File: src/rtl/display_scan_driver.sv
// Display scan driver for an 8-digit multiplexed seven-segment display.
// Captures a 32-bit display word whenever it (or the mode) changes. Hex mode shows all
// eight nibbles. Decimal mode converts bin[15:0] to five BCD digits with a sequential
// shift-add-3 engine and blanks the top three digits. The digits are scanned
// continuously, one slot every COUNT_MAX clocks.
// Ports:
//   clk    - system clock
//   reset  - asynchronous, active-high reset
//   i_bin  - value to display (hex: digit k = i_bin[4k+3:4k])
//   i_mode - 0 = hex, 1 = decimal of i_bin[15:0]
//   o_an   - digit anodes, active-low, o_an[7] = leftmost digit
//   o_seg  - segments, active-low, {g,f,e,d,c,b,a}
//   o_busy - high while a capture is in progress (SHIFT or COMMIT)
module display_scan_driver #(
  parameter int unsigned COUNT_MAX = 100000
) (
  input  logic        clk,
  input  logic        reset,
  input  logic [31:0] i_bin,
  input  logic        i_mode,
  output logic [7:0]  o_an,
  output logic [6:0]  o_seg,
  output logic        o_busy
);

  localparam int unsigned CntW = $clog2(COUNT_MAX);
  localparam logic [CntW-1:0] CntLast = CntW'(COUNT_MAX - 1);

  typedef enum logic [1:0] {StIdle, StShift, StCommit} state_e;

  state_e          state_q, state_d;
  logic [32:0]     last_q, last_d;      // {mode, bin} last captured
  logic [32:0]     shadow_q, shadow_d;  // {mode, bin} being processed
  logic [35:0]     shift_q, shift_d;    // {bcd[19:0], bin[15:0]}
  logic [3:0]      iter_q, iter_d;
  logic [31:0]     disp_q, disp_d;
  logic [7:0]      blank_q, blank_d;
  logic [CntW-1:0] cnt_q;
  logic [2:0]      idx_q;
  logic [35:0]     adj;

  function automatic logic [6:0] hex_seg(input logic [3:0] nib);
    logic [6:0] s;
    unique case (nib)
      4'h0: s = 7'h40;
      4'h1: s = 7'h79;
      4'h2: s = 7'h24;
      4'h3: s = 7'h30;
      4'h4: s = 7'h19;
      4'h5: s = 7'h12;
      4'h6: s = 7'h02;
      4'h7: s = 7'h78;
      4'h8: s = 7'h00;
      4'h9: s = 7'h10;
      4'hA: s = 7'h08;
      4'hB: s = 7'h03;
      4'hC: s = 7'h46;
      4'hD: s = 7'h21;
      4'hE: s = 7'h06;
      default: s = 7'h0E;
    endcase
    return s;
  endfunction

  // Add-3 correction on the five BCD nibbles ahead of each shift.
  always_comb begin
    adj = shift_q;
    for (int n = 0; n < 5; n++) begin
      if (shift_q[16+4*n +: 4] >= 4'd5) begin
        adj[16+4*n +: 4] = shift_q[16+4*n +: 4] + 4'd3;
      end
    end
  end

  always_comb begin
    state_d  = state_q;
    last_d   = last_q;
    shadow_d = shadow_q;
    shift_d  = shift_q;
    iter_d   = iter_q;
    disp_d   = disp_q;
    blank_d  = blank_q;
    unique case (state_q)
      StIdle: begin
        if ({i_mode, i_bin} != last_q) begin
          last_d   = {i_mode, i_bin};
          shadow_d = {i_mode, i_bin};
          if (i_mode) begin
            shift_d = {20'b0, i_bin[15:0]};
            iter_d  = 4'd0;
            state_d = StShift;
          end else begin
            state_d = StCommit;
          end
        end
      end
      StShift: begin
        shift_d = {adj[34:0], 1'b0};
        iter_d  = iter_q + 4'd1;
        if (iter_q == 4'd15) begin
          state_d = StCommit;
        end
      end
      StCommit: begin
        if (shadow_q[32]) begin
          disp_d  = {12'b0, shift_q[35:16]};
          blank_d = 8'hE0;
        end else begin
          disp_d  = shadow_q[31:0];
          blank_d = 8'h00;
        end
        state_d = StIdle;
      end
      default: state_d = StIdle;
    endcase
  end

  always_ff @(posedge clk or posedge reset) begin
    if (reset) begin
      state_q  <= StIdle;
      last_q   <= '0;
      shadow_q <= '0;
      shift_q  <= '0;
      iter_q   <= '0;
      disp_q   <= '0;
      blank_q  <= '0;
    end else begin
      state_q  <= state_d;
      last_q   <= last_d;
      shadow_q <= shadow_d;
      shift_q  <= shift_d;
      iter_q   <= iter_d;
      disp_q   <= disp_d;
      blank_q  <= blank_d;
    end
  end

  // Refresh scan runs independently of the capture FSM.
  always_ff @(posedge clk or posedge reset) begin
    if (reset) begin
      cnt_q <= '0;
      idx_q <= '0;
    end else if (cnt_q == CntLast) begin
      cnt_q <= '0;
      idx_q <= idx_q + 3'd1;
    end else begin
      cnt_q <= cnt_q + 1'b1;
    end
  end

  always_comb begin
    if (blank_q[idx_q]) begin
      o_an  = 8'hFF;
      o_seg = 7'h7F;
    end else begin
      o_an  = ~(8'd1 << idx_q);
      o_seg = hex_seg(disp_q[{idx_q, 2'b00} +: 4]);
    end
  end

  assign o_busy = (state_q != StIdle);

endmodule

File: config.mk
export PLATFORM = sky130hd
export DESIGN_NAME = display_scan_driver
export DESIGN_NICKNAME = d
export VERILOG_FILES = /design/src/rtl/display_scan_driver.sv
export SDC_FILE = /design/constraint.sdc
export NUM_CORES = 1
export LEC_CHECK = 0
export BUFFER_PORTS_ARGS = -buffer_cell sky130_fd_sc_hd__clkbuf_2
export CAP_MARGIN = 20
export CORE_UTILIZATION = 55
export DETAILED_ROUTE_END_ITERATION = 8
export PLACE_DENSITY = 0.86
export SLEW_MARGIN = 0
export SYNTH_ARGS = -nofsm -noshare
export SYNTH_HDL_FRONTEND = slang
export SYNTH_SLANG_ARGS = --single-unit
File: constraint.sdc
create_clock -name clk -period 3.9 [get_ports clk]
set_input_delay 0.585 -clock clk [delete_from_list [all_inputs] [get_ports clk]]
set_output_delay 0.585 -clock clk [all_outputs]
set_load 0.02 [all_outputs]
* Word-level counts from Yosys, hierarchy flattened *
Memory sizes are Yosys's and may differ from the RTL's.
Cells that the tools add are included.

storage, ports and cells
  register bits = 135
  memory bits (read-only) = 112
  input bits = 35
  output and inout bits = 16
  memories = 1

memory list
  memory            depth  bits a word  rd ports  clocked after Yosys merged registers in  write ports  line  source
  (name not given)  16     7            1         0                                        0            44    unique case (nib)

cells by class
  add/subtract/negate cells = 8
  $lt $le $gt $ge = 6
  equality and inequality tests = 8
  shift-type cells = 2
  multiplexer cells = 22
  bitwise gates (word level) = 1
  reductions and logical operators = 6

operator list
  kind                   count
  $mux 36                2
  $pmux 36 s2            1
  $ne 33x33->1           1
  $mux 32                1
  $shiftx 32x6->4        1
  $mux 4                 6
  $ge 4x3->1 const B     5
  $add 17x1->17 const B  1
  $eq 17x17->1 const B   1
  $mux 17                1
  $add 4x2->4 const B    4
  $mux 8                 2
  $not 8->8              1
  $pmux 4 s2             1
  $shl 1x3->8 const A    1
  $mux 7                 1
  $mux 2                 3
  $ne 2x2->1 const B     3
  $add 4x1->4 const B    1
  $eq 4x4->1 const B     1
  $lt 3x4->1 const B     1
  $pmux 2 s2             1
  $reduce_and 2->1       2
  $reduce_bool 2->1      2
  other kinds (9)        9

* Depth between registers and ports, before layout *
  depth in word-level cells = 3
  depth in mapped cells = 10
  depth with buffers taken out = 9

* Worst setup path before layout *
OpenSTA, ideal clock, no wires.

  path type = register to output
  start point = register idx_q[0]
  end point = output port o_seg[2]
  arrival time = 2.150 ns
  setup slack = 1.165 ns
  stages on the path, launching flop included = 6
  path buffers = 1
  path through = dfrtp_1 -> buf_6 -> mux4_2 -> mux2_2 -> ha_1 -> o31ai_1

on the way
  longest elaborated chain between the ends = 3
  elaborated cells on any way between the ends = 5
  classes of those cells = shift (1); mux (3); memory (1)

RTL lines
  element                                        line      source
  from (decl)                                    39        logic [2:0] idx_q;
  from (signal assigned)                         145       idx_q <= idx_q + 3'd1;
  $shiftx 32x6->4 or $bmux 1 s3 (tied branches)  157, 152
  $mem_v2 16x7 or $mux 1 (tied branches)         n/a
  $mux 7 *                                       152       if (blank_q[idx_q]) begin
  to (decl)                                      22        output logic [6:0] o_seg,

Every way passes the cells marked *; elsewhere a longest branch is shown, timed or not. The select of a mux whose other input is x is not followed.

* Worst setup path after layout *
  start point = register idx_q[0]
  end point = output port o_seg[4]

The elaborated chain is that of the path after synthesis.

==> results.sh <==
export IMPL_whs_ns=0.346
export IMPL_post_cts_buffers=0
export IMPL_core_area_um2=12800
export IMPL_routabilityCongestion=0.921
export IMPL_worstMarginPinSlew_ns=1.09
export IMPL_final_common_cell="dfrtp_1"
export IMPL_setup_worst_path_end_class="output port"
export IMPL_initial_core_util=0.572
export IMPL_syn_area_um2=7340
export IMPL_synthCells=698
export IMPL_yosysWarningCount=0
export IMPL_synth_cell_type_count=49
export IMPL_crit_arrival_ns=3.01
export IMPL_grt_usage=0.277
export IMPL_worstPathMaxFanout=12
export IMPL_layout_common_cells="dfrtp_1 (128), nand2_1 (52), o21ai_1 (52)"
export IMPL_path_clk_slew_ns=0.05
export IMPL_diodes=0
export IMPL_viasPerCell=6.20
export IMPL_hold_violations=0
export IMPL_startpoint_type="flop"
export IMPL_cts_sinks=128
export IMPL_hp_class="in2async"
export IMPL_cts_tree="built"
export IMPL_antenna_found_initial=0
export IMPL_status="finished clean"
export IMPL_wl_per_cell_um=19.6
export IMPL_grt_pass1_vias=5917
export IMPL_irDropWorstVdd_mv=0.478
export IMPL_grt_max_degree=129
export IMPL_die_w_um=118
export IMPL_yosysSeqAreaShare=0.436
export IMPL_avgSynthCellArea_um2=10.5
export IMPL_drv_cap=0
export IMPL_setup_viol=0
export IMPL_syn2layout_area_growth_pct=14.2
export IMPL_synthArstFlopShare=1.00
export IMPL_relSlewSlack=0.270
export IMPL_syn_num_nets=756
export IMPL_p_per_area_nw_per_um2=777
export IMPL_drtIter0Drc=464
export IMPL_routed_wl_mm=18.1
export IMPL_cts_max_path_buffers=2
export IMPL_drc=0
export IMPL_first_pass_iters=5
export IMPL_n_fill_cell=948
export IMPL_dieArea_um2=13800
export IMPL_synth_edf_count=0
export IMPL_path_class="reg2out"
export IMPL_vias=5717
export IMPL_rows=41
export IMPL_portBuffers=50
export IMPL_rsz0062_at_grt="false"
export IMPL_fmax_ghz=0.278
export IMPL_io_pins=51
export IMPL_drive_gt1_frac=0.161
export IMPL_slew_violations=0
export IMPL_htree_levels=4
export IMPL_clock_skew_ns=0.00788
export IMPL_insertion_delay_ns=0.42
export IMPL_static_leakage_power_uw=0.00364
export IMPL_yosys_most_used_dff="dfrtp_1"
export IMPL_grt_pass1_wl_mm=30.2
export IMPL_layout_nets=795
export IMPL_synth_seq_cells=128
export IMPL_cts_made_buffers=17
export IMPL_dp_hpwl_mm=12.2
export IMPL_cts_repair_resized=0
export IMPL_hold_buffers=0
export IMPL_overflow=0
export IMPL_die_h_um=118
export IMPL_cp_required_ns=3.31
export IMPL_root_buffer="clkbuf_16"
export IMPL_tns_ns=0
export IMPL_postRouteAntennaNets=0
export IMPL_final_period_utilization=0.923
export IMPL_final_min_clock_period_ns=3.60
metal layers:
metal | vias up | track usage | part of all wire
li1 | 2595 | - | -
met1 | 2872 | 0.347 | 0.41
met2 | 219 | 0.481 | 0.51
met3 | 31 | 0.0601 | 0.060
met4 | 0 | 0.0849 | 0.017
met5 | - | 0 | 0
per-stage QoR:
step | utilization | setup WS, ns | cell area [um2] | std cells | total power, uW
finish | 0.653 | 0.301 | 8380 | 922 | 6510
floorplan | - | 1.16 | 7340 | 698 | 4010
global route | 0.653 | 0.133 | 8380 | 922 | 6870
detailed placement | 0.603 | 0.743 | 7730 | 889 | 4710
CTS | 0.653 | 0.290 | 8380 | 921 | 6490
global placement | 0.603 | 0.899 | 7730 | 889 | 4530
power by group:
group          total, uW  leakage [uW]  internal, uW  switching, uW
logic               2480       0.00172          1120           1370
registers           2300       0.00161          1790            511
clock network       1740      0.000313          1160            573
total               6510       0.00364          4060           2450
synthesized netlist by cell type, types with 2 or more instances:
cell | instances | area [um2]
a21oi_1 | 13 | 65.1
a22oi_1 | 13 | 97.6
a2bb2oi_1 | 9 | 78.8
a31oi_1 | 18 | 113
and3_1 | 5 | 31.3
buf_1 | 7 | 26.3
buf_2 | 11 | 55.1
buf_6 | 3 | 33.8
clkbuf_1 | 22 | 82.6
dfrtp_1 | 128 | 3200
ha_1 | 23 | 288
inv_1 | 27 | 101
inv_2 | 2 | 7.51
mux2_1 | 35 | 394
mux2i_1 | 46 | 460
mux4_2 | 8 | 180
nand2_1 | 52 | 195
nand2b_1 | 34 | 213
nand3_1 | 11 | 55.1
nand4_1 | 20 | 125
nor2_1 | 19 | 71.3
nor2b_1 | 4 | 25.0
nor3_1 | 13 | 65.1
nor3b_1 | 4 | 30.0
nor4_1 | 2 | 12.5
nor4_2 | 3 | 37.5
o21ai_0 | 4 | 20.0
o21ai_1 | 52 | 260
o221ai_1 | 2 | 17.5
o41ai_1 | 6 | 52.6
o41ai_2 | 10 | 163
or2_1 | 3 | 18.8
or3_1 | 16 | 100
or4b_1 | 2 | 20.0
xnor2_1 | 47 | 412
xor2_1 | 11 | 96.3
cell type report:
type                    count  area, um2  share of cell area
clock buffers              21        460              0.0549
clock inverters            11        185              0.0221
well taps                 172        215              0.0257
multi-input cells         498       3850               0.459
inverters                  29        113              0.0134
repair buffers             63        358              0.0427
flip-flops and latches    128       3200               0.382
state kept, by name, summed over array words and instances, names as in the netlist:
signal	cells
iter_q	4
disp_q	32
state_q	2
shift_q	36
shadow_q	33
cnt_q	17
blank_q	1
idx_q	3
worst max-delay path, stage by stage, from the launching register on:
cell and delay [ns]:
dfrtp_1 0.68, mux4_2 0.58, mux2_2 0.32, inv_1 0.14, ha_1 0.23, mux2i_1 0.11, a221o_1 0.37, clkbuf_2 0.16
final timing paths:
| path | from | endpoint | slack, ns | cells after the start |
|---|---|---|---|---|
| max in group asynchronous | reset | shadow_q[24]$_DFFE_PP0P_ | 3.04 | 3 |
| min reg2reg | cnt_q[0]$_DFF_PP0_ | cnt_q[0]$_DFF_PP0_ | 0.49 | 1 |
| max | idx_q[0]$_DFFE_PP0N_ | o_seg[4] | 0.30 | 7 |
| max reg2reg | state_q[1]$_DFFE_PP0P_ | shadow_q[27]$_DFFE_PP0P_ | 1.09 | 4 |
| min | reset | disp_q[17]$_DFFE_PP0N_ | 0.35 | 3 |
| min in group clk | i_bin[22] | shadow_q[22]$_DFFE_PP0P_ | 0.42 | 2 |
cell families after synthesis:
| family | synth area share |
|---|---|
| fa+ha+maj | 0.0392 |
| mux | 0.146 |
| buf+inv | 0.0418 |
| flops | 0.436 |
| xor+xnor | 0.0692 |
| simple gates | 0.140 |
| compound gates | 0.128 |
(Power assumes the default switching activity.)
